`config.mk`:
```
export PLATFORM = sky130hd
export DESIGN_NAME = exception_ctrl
export DESIGN_NICKNAME = d
export VERILOG_FILES = /design/src/rtl/exc_pkg.sv /design/src/rtl/exc_prio_enc.sv /design/src/rtl/exception_ctrl.sv
export SDC_FILE = /design/constraint.sdc
export NUM_CORES = 1
export LEC_CHECK = 0
export ABC_AREA = 1
export ABC_CLOCK_PERIOD_IN_PS = 1640
export BUFFER_PORTS_ARGS = -buffer_cell sky130_fd_sc_hd__buf_4
export CAP_MARGIN = 20
export CELL_PAD_IN_SITES_DETAIL_PLACEMENT = 1
export CELL_PAD_IN_SITES_GLOBAL_PLACEMENT = 1
export CORE_MARGIN = 2
export CORE_UTILIZATION = 28
export DETAILED_ROUTE_END_ITERATION = 8
export PLACE_DENSITY_LB_ADDON = 0.1
export SYNTH_ARGS = -nofsm -noshare
export SYNTH_HDL_FRONTEND = slang
export SYNTH_SLANG_ARGS = --single-unit
export TNS_END_PERCENT = 50
```
`constraint.sdc`:
```
create_clock -name clk -period 1.64 [get_ports clk]
set_clock_uncertainty 0.05 [all_clocks]
set_input_delay 0.082 -clock clk [delete_from_list [all_inputs] [get_ports clk]]
set_output_delay 0.082 -clock clk [all_outputs]
set_load 0.01 [all_outputs]
```
`src/rtl/exc_pkg.sv`:
```
// exc_pkg: shared types and constants for the exception sequencer
package exc_pkg;
  typedef enum logic [2:0] {IDLE, CALC, SAVE, WAIT, LOADPC, DONE} state_t;
  localparam logic [1:0] EXC_OPC = 2'b00;
  localparam logic [1:0] EXC_OVF = 2'b01;
  localparam logic [1:0] EXC_DIV0 = 2'b10;
  localparam logic [1:0] MEM_SEL_EXC = 2'b11;
  localparam logic [1:0] SRCA_PC = 2'b00;
  localparam logic [1:0] SRCA_BYTE = 2'b10;
  localparam logic [1:0] SRCB_4 = 2'b01;
  localparam logic [1:0] PC_SEL_ALU = 2'b00;
endpackage

```
`src/rtl/exc_prio_enc.sv`:
```
// exc_prio_enc: 3-request priority encoder, opcode > ovf > div0
//  i_req[2:0] {div0, ovf, opcode}; o_valid any request; o_cause winning cause code
module exc_prio_enc
  import exc_pkg::*;
(
  input  logic [2:0] i_req,
  output logic       o_valid,
  output logic [1:0] o_cause
);
  assign o_valid = |i_req;
  assign o_cause = i_req[0] ? EXC_OPC : i_req[1] ? EXC_OVF : i_req[2] ? EXC_DIV0 : EXC_OPC;
endmodule

```
`src/rtl/exception_ctrl.sv`:
```
// exception_ctrl: exception sequencer, saves PC-4 to EPC and loads PC from the vector byte
//  in : clk, reset (sync, active-high), exc_opcode/exc_ovf/exc_div0 level requests
//  out: exc_ack/exc_active/exc_done status, exc_cause, datapath mux selects, ALUOp, write strobes
//  EXC_PEND_EN: adds a pending register and the exc_pend[2:0] output
module exception_ctrl
  import exc_pkg::*;
#(
  parameter int          MEM_WAIT    = 2,
  parameter logic [3:0]  ALUOP_SUB   = 4'd2,
  parameter logic [3:0]  ALUOP_PASSA = 4'd0
) (
  input  logic       clk,
  input  logic       reset,
  input  logic       exc_opcode,
  input  logic       exc_ovf,
  input  logic       exc_div0,
  output logic       exc_ack,
  output logic       exc_active,
  output logic       exc_done,
  output logic [1:0] exc_cause,
  output logic [1:0] Mux_EXC,
  output logic [1:0] Mux_MEM,
  output logic [1:0] Mux_ALUSrcA,
  output logic [1:0] Mux_ALUSrcB,
  output logic [1:0] Mux_PC,
  output logic [3:0] ALUOp,
  output logic       ALUOut_w,
  output logic       EPC_w,
`ifdef EXC_PEND_EN
  output logic [2:0] exc_pend,
`endif
  output logic       PC_w
);
  state_t     r_state;
  logic [1:0] r_cause;
  logic [2:0] r_cnt;
  logic [2:0] w_req;
  logic       w_req_v;
  logic [1:0] w_req_cause;
  logic       w_next_v;
  logic [1:0] w_next_cause;
  logic       w_vec;
  assign w_req = {exc_div0, exc_ovf, exc_opcode};
  exc_prio_enc u_req (.i_req(w_req), .o_valid(w_req_v), .o_cause(w_req_cause));
`ifdef EXC_PEND_EN
  logic [2:0] r_pend;
  logic [2:0] r_req_q;
  logic [2:0] w_pend_clr;
  exc_prio_enc u_pend (.i_req(r_pend), .o_valid(w_next_v), .o_cause(w_next_cause));
  // the bit chosen in DONE is consumed on the same edge that re-enters CALC
  assign w_pend_clr = (r_state == DONE && w_next_v) ? 3'b001 << w_next_cause : 3'b000;
  always_ff @(posedge clk) begin
    if (reset) begin
      r_pend  <= 3'b000;
      r_req_q <= 3'b000;
    end else begin
      r_req_q <= w_req;
      r_pend  <= (r_pend | (w_req & ~r_req_q & {3{r_state != IDLE}})) & ~w_pend_clr;
    end
  end
  assign exc_pend = r_pend;
`else
  assign w_next_v     = 1'b0;
  assign w_next_cause = EXC_OPC;
`endif
  always_ff @(posedge clk) begin
    if (reset) begin
      r_state <= IDLE;
      r_cause <= EXC_OPC;
      r_cnt   <= 3'd0;
    end else begin
      case (r_state)
        IDLE: if (w_req_v) begin
          r_cause <= w_req_cause;
          r_state <= CALC;
        end
        CALC: r_state <= SAVE;
        SAVE: begin
          r_cnt   <= 3'(MEM_WAIT - 1);
          r_state <= WAIT;
        end
        WAIT: if (r_cnt == 3'd0) r_state <= LOADPC;
              else r_cnt <= r_cnt - 3'd1;
        LOADPC: r_state <= DONE;
        DONE: if (w_next_v) begin
          r_cause <= w_next_cause;
          r_state <= CALC;
        end else r_state <= IDLE;
        default: r_state <= IDLE;
      endcase
    end
  end
  // vector address stays on the memory bus from SAVE through LOADPC
  assign w_vec       = r_state inside {SAVE, WAIT, LOADPC};
  assign exc_ack     = r_state == CALC;
  assign exc_active  = r_state != IDLE;
  assign exc_done    = r_state == DONE;
  assign exc_cause   = r_cause;
  assign Mux_EXC     = w_vec ? r_cause : 2'b00;
  assign Mux_MEM     = w_vec ? MEM_SEL_EXC : 2'b00;
  assign Mux_ALUSrcA = r_state == LOADPC ? SRCA_BYTE : SRCA_PC;
  assign Mux_ALUSrcB = r_state == CALC ? SRCB_4 : 2'b00;
  assign Mux_PC      = PC_SEL_ALU;
  assign ALUOp       = r_state == CALC ? ALUOP_SUB : r_state == LOADPC ? ALUOP_PASSA : 4'd0;
  assign ALUOut_w    = r_state == CALC;
  assign EPC_w       = r_state == SAVE;
  assign PC_w        = r_state == LOADPC;
endmodule
```
## Yosys cells after proc, flatten, opt, wreduce, memory -nomap -nowiden

Index checks and enable logic that the tools add are counted.

- Equality and inequality tests: 8
- Muxes and demuxes: 13
- Reduce and logical (&&, ||, !) cells: 9
- Add/subtract/negate cells: 1

Operator list:

| kind | number |
|---|---|
| $pmux 3 s5 | 1 |
| $mux 2 | 7 |
| $mux 3 | 3 |
| $eq 3x2->1 const B | 2 |
| $eq 3x3->1 const B | 2 |
| $logic_not 3->1 | 2 |
| $pmux 3 s2 | 1 |
| $reduce_and 2->1 | 3 |
| $reduce_bool 3->1 | 2 |
| $ne 2x2->1 const B | 2 |
| $eq 3x1->1 const B | 1 |
| $reduce_or 3->1 | 1 |
| $sub 3x1->3 const B | 1 |
| $ne 2x1->1 const B | 1 |
| $reduce_bool 2->1 | 1 |
| $mux 1 | 1 |

- Logic and storage cells: 34
- Register bits: 8
- Output and inout bits: 22
- Input port bits: 5

## Logic depth before layout (Yosys ltp)

- Depth in word-level cells: 3
- Depth in mapped cells: 8

## Modules after synthesis

Synthesis repeated with hierarchy kept, for this count alone.

- Cells, all modules: 91
- Area total of the unflattened synthesis: 604.3 um^2

By module, submodules not included:

| module | times used | cells an instance | area an instance (um^2) | seq. area each (um^2) |
|---|---|---|---|---|
| exception_ctrl | 1 | 84 | 573.0 | 160.2 |
| exc_prio_enc | 1 | 7 | 31.3 | 0.0 |

## Worst setup path after synthesis

Ideal clock, no wire load.

- Kind: reg-to-output
- Start: register r_state[0]
- End: output port ALUOp[1]
- Arrival: 1.113 ns
- Stages on the path, launching flop included: 4
- Required time: 1.508 ns
- Path slack: 0.395 ns
- Path through: dfxtp_1 > inv_1 > nor3_1 > buf_4

- Word-level cells in the longest chain between the ends: 2

Ends and longest elaborated chain:

| what | line | text |
|---|---|---|
| from (decl) | exception_ctrl.sv:34 | `state_t r_state;` |
| from (signal assigned) | exception_ctrl.sv:68 | `r_state <= IDLE;` |
| from (signal assigned) | exception_ctrl.sv:75 | `r_state <= CALC;` |
| from (signal assigned) | exception_ctrl.sv:77 | `CALC: r_state <= SAVE;` |
| $eq 3x1->1 | - |  |
| via ALUOut_w | exception_ctrl.sv:27 | `output logic ALUOut_w,` |
| $mux 2 | exception_ctrl.sv:104 | `assign ALUOp = r_state == CALC ? ALUOP_SUB : r_state == LOADPC ? ALUOP_PASSA : 4'd0;` |
| to (decl) | exception_ctrl.sv:26 | `output logic [3:0] ALUOp,` |

The timed path passes the listed nets, and every way through them passes these cells.

## Worst setup path after layout

- Start: register r_state[0]
- End: output port ALUOp[1]

- Word-level cells in the longest chain between the ends: 2

Ends and longest elaborated chain:

| what | line |
|---|---|
| $eq 3x1->1 | exception_ctrl.sv:104 |
| $mux 2 | exception_ctrl.sv:104 |

Every way passes these cells.

==> impl_metrics.csv <==
group,metric,value,unit
critical_path,crit_arrival,1360,ps
synth,synth_compound_area_share,6.17,%
route,drc_errors,0,
outcome,status,"finished clean",
synth,yosysSeqAreaShare,28.2,%
cts,cts_max_level,1,
sta,drv_slew,0,
synth,synth_top_family_by_area,"simple AND/OR/NAND/NOR gates",
synth,yosys_warnings,0,
placement,dp_hpwl,1.14,mm
grt,antenna_found_initial,0,
cts,clkTransAtPathRegs,50,ps
placement,dpl.cell_count,131,
floorplanning,rows,16,
cts,cts_inserted_buffers,3,
sta,fmax,669,MHz
floorplanning,ios,27,
grt,grt_pass1_vias,535,
synth,synth_cells,92,
sta,hold_violations,0,
floorplanning,core,1940,um2
synth,synth.mux.area_fraction,0,%
power_and_ir_drop,total_leakage_power,0.418,nW
synth,synth_adder_area_share,4.41,%
placement,numPortBuffers,19,
sta,setup_viol,0,
grt,grt_pass1_wl,2.36,mm
route,vias,560,
cts,clk_latency,250,ps
final_layout,area_growth,24.4,%
synth,ys_ff_latch,8,
grt,grtUsageTotal,12.9,%
cts,cts_root_buf,"clkbuf_4",
final_layout,drive_gt1_share,22.2,%
final_layout,stdcell_count,135,
route,first_pass_iters,3,
route,drtIter0Drc,2,
power_and_ir_drop,power_density,858,nW/um2
cts,cts_tree,"done",
synth,avgSynthCellArea,6.17,um2
cts,ctsLongestPathBuffers,2,
cts,cts_sinks,8,
power_and_ir_drop,total_power,606,uW
synth,synthXorXnorAreaFrac,0,%
critical_path,crit_type,"reg -> out",
critical_path,crit_required,1510,ps
synth,synthSimpleGateAreaFrac,32.8,%
route,drt-total-wl,1.37,mm
sta,period_needed,1490,ps
floorplanning,die_x,49.0,um
final_layout,fillers,272,
critical_path,start_kind,"register",
floorplanning,die_area,2400,um2
final_layout,num-nets-final,117,
placement,gp_congestion,0.702,
critical_path,crit_fanout,5,
synth,synth_cell_types,12,
final_layout,antenna_cells,0,
route,final_antenna_net_count,0,
sta,timing.final.crit_share,91.1,%
route,routedWlPerCell,10.1,um
power_and_ir_drop,ir_worst_vdd,0.300,mV
worst_hold_path,hold_path_class,"in -> reg",
flow_run,maxCapViolations,0,
sta,rsz0062_at_grt,"true",
grt,grt.overflow.total,0,
floorplanning,initial_core_util,29.3,%
synth,netlist_area,568,um2
route,vias_per_cell,4.15,
floorplanning,die_h,49.0,um
grt,grt_max_degree,10,
critical_path,critPathCaptureType,"output pin",
cts,post_cts_buffers,0,
worst max-delay path, stage by stage (launching register included):
cell,delay (ps)
dfxtp_1,380
inv_1,120
nor3_1,400
buf_4,210
flip-flops by register name, indices dropped and copies added, names as in the netlist:
register / count
r_state: 3
r_cnt: 3
exc_cause: 2
final timing paths:
check,cells after the start,to,slack (ps),from
setup reg to reg,7,r_cnt[0]$_SDFFE_PP0P_,330,r_cnt[0]$_SDFFE_PP0P_
hold / removal,3,exc_cause[1]$_SDFFE_PP0P_,80,exc_div0
setup / recovery,3,ALUOp[1],150,r_state[0]$_SDFFE_PP0P_
hold reg to reg,2,exc_cause[1]$_SDFFE_PP0P_,430,exc_cause[1]$_SDFFE_PP0P_
where the power goes:
group / total (mW) / switching [mW] / internal, mW
logic: 0.225 / 0.130 / 0.0949
registers: 0.231 / 0.0163 / 0.214
clock network: 0.150 / 0.0666 / 0.0837
total: 0.606 / 0.213 / 0.393
placed cells by master, fill, tap and decap left out:
cell type,instances
a21oi_1,6
buf_4,19
clkbuf_4,3
conb_1,7
dfxtp_1,8
dlygate4sd3_1,1
ha_1,2
inv_1,16
nand2_1,18
nand2_2,1
nand3_1,9
nand3_2,1
nor2_1,14
nor3_1,2
o21ai_0,1
synth_stat cells:
master | count | area share, %
conb_1 | 1 | 0.66
nor2_1 | 14 | 9.3
nand2_1 | 18 | 12
a21oi_1 | 6 | 5.3
dfxtp_1 | 8 | 28
inv_1 | 16 | 11
o21ai_0 | 1 | 0.88
buf_4 | 13 | 17
ha_1 | 2 | 4.4
nand3_1 | 10 | 8.8
nand2_2 | 1 | 1.1
nor3_1 | 2 | 1.8
cell families after synthesis:
kind of cell | Yosys count
adder cells (fa/ha/maj) | 2
AO/OA/AOI/OAI | 7
buffers and inverters | 29
AND/OR/NAND/NOR | 45
flip-flops | 8
other | 1
metrics by stage:
| stage | setup TNS, ps | worst slack [ps] | hold WS [ps] | cell area, um2 | utilization (%) |
|---|---|---|---|---|---|
| after global placement | 0 | 255 | 245 | 669 | 34.5 |
| after detailed placement | 0 | 259 | 249 | 669 | 34.5 |
| after floorplan | 0 | 395 | 101 | 591 | - |
| final | 0 | 146 | 80.9 | 707 | 36.4 |
| after global routing | -170 | -56.3 | 85.7 | 707 | 36.4 |
| after CTS | 0 | 99.1 | 69.8 | 707 | 36.4 |
cell type report:
type                    instances  area (um2)  share of cell area, %
multi-input cells              61         278                   39.3
flip-flops and latches          8         160                   22.7
repair buffers                 20         153                   21.6
inverters                      16        60.1                   8.50
well taps                      27        33.8                   4.78
clock buffers                   3        22.5                   3.19
what timing repair did:
item / in CTS / in global routing
hold buffers: 1 / 0
resized for setup: 1 / 0
setup endpoints to repair: 2 / 6
hold endpoints to repair: 4 / 0
per-layer routing:
layer / track usage, % / vias to the layer above / wire length, um
met2: 21.0 / 12 / 670
met3: 3.68 / 2 / 58
li1: - / 296 / -
met4: 5.71 / 0 / 12
met1: 15.7 / 250 / 629
met5: 0 / - / 0
No activity file was read; power rests on OpenSTA's default activity.
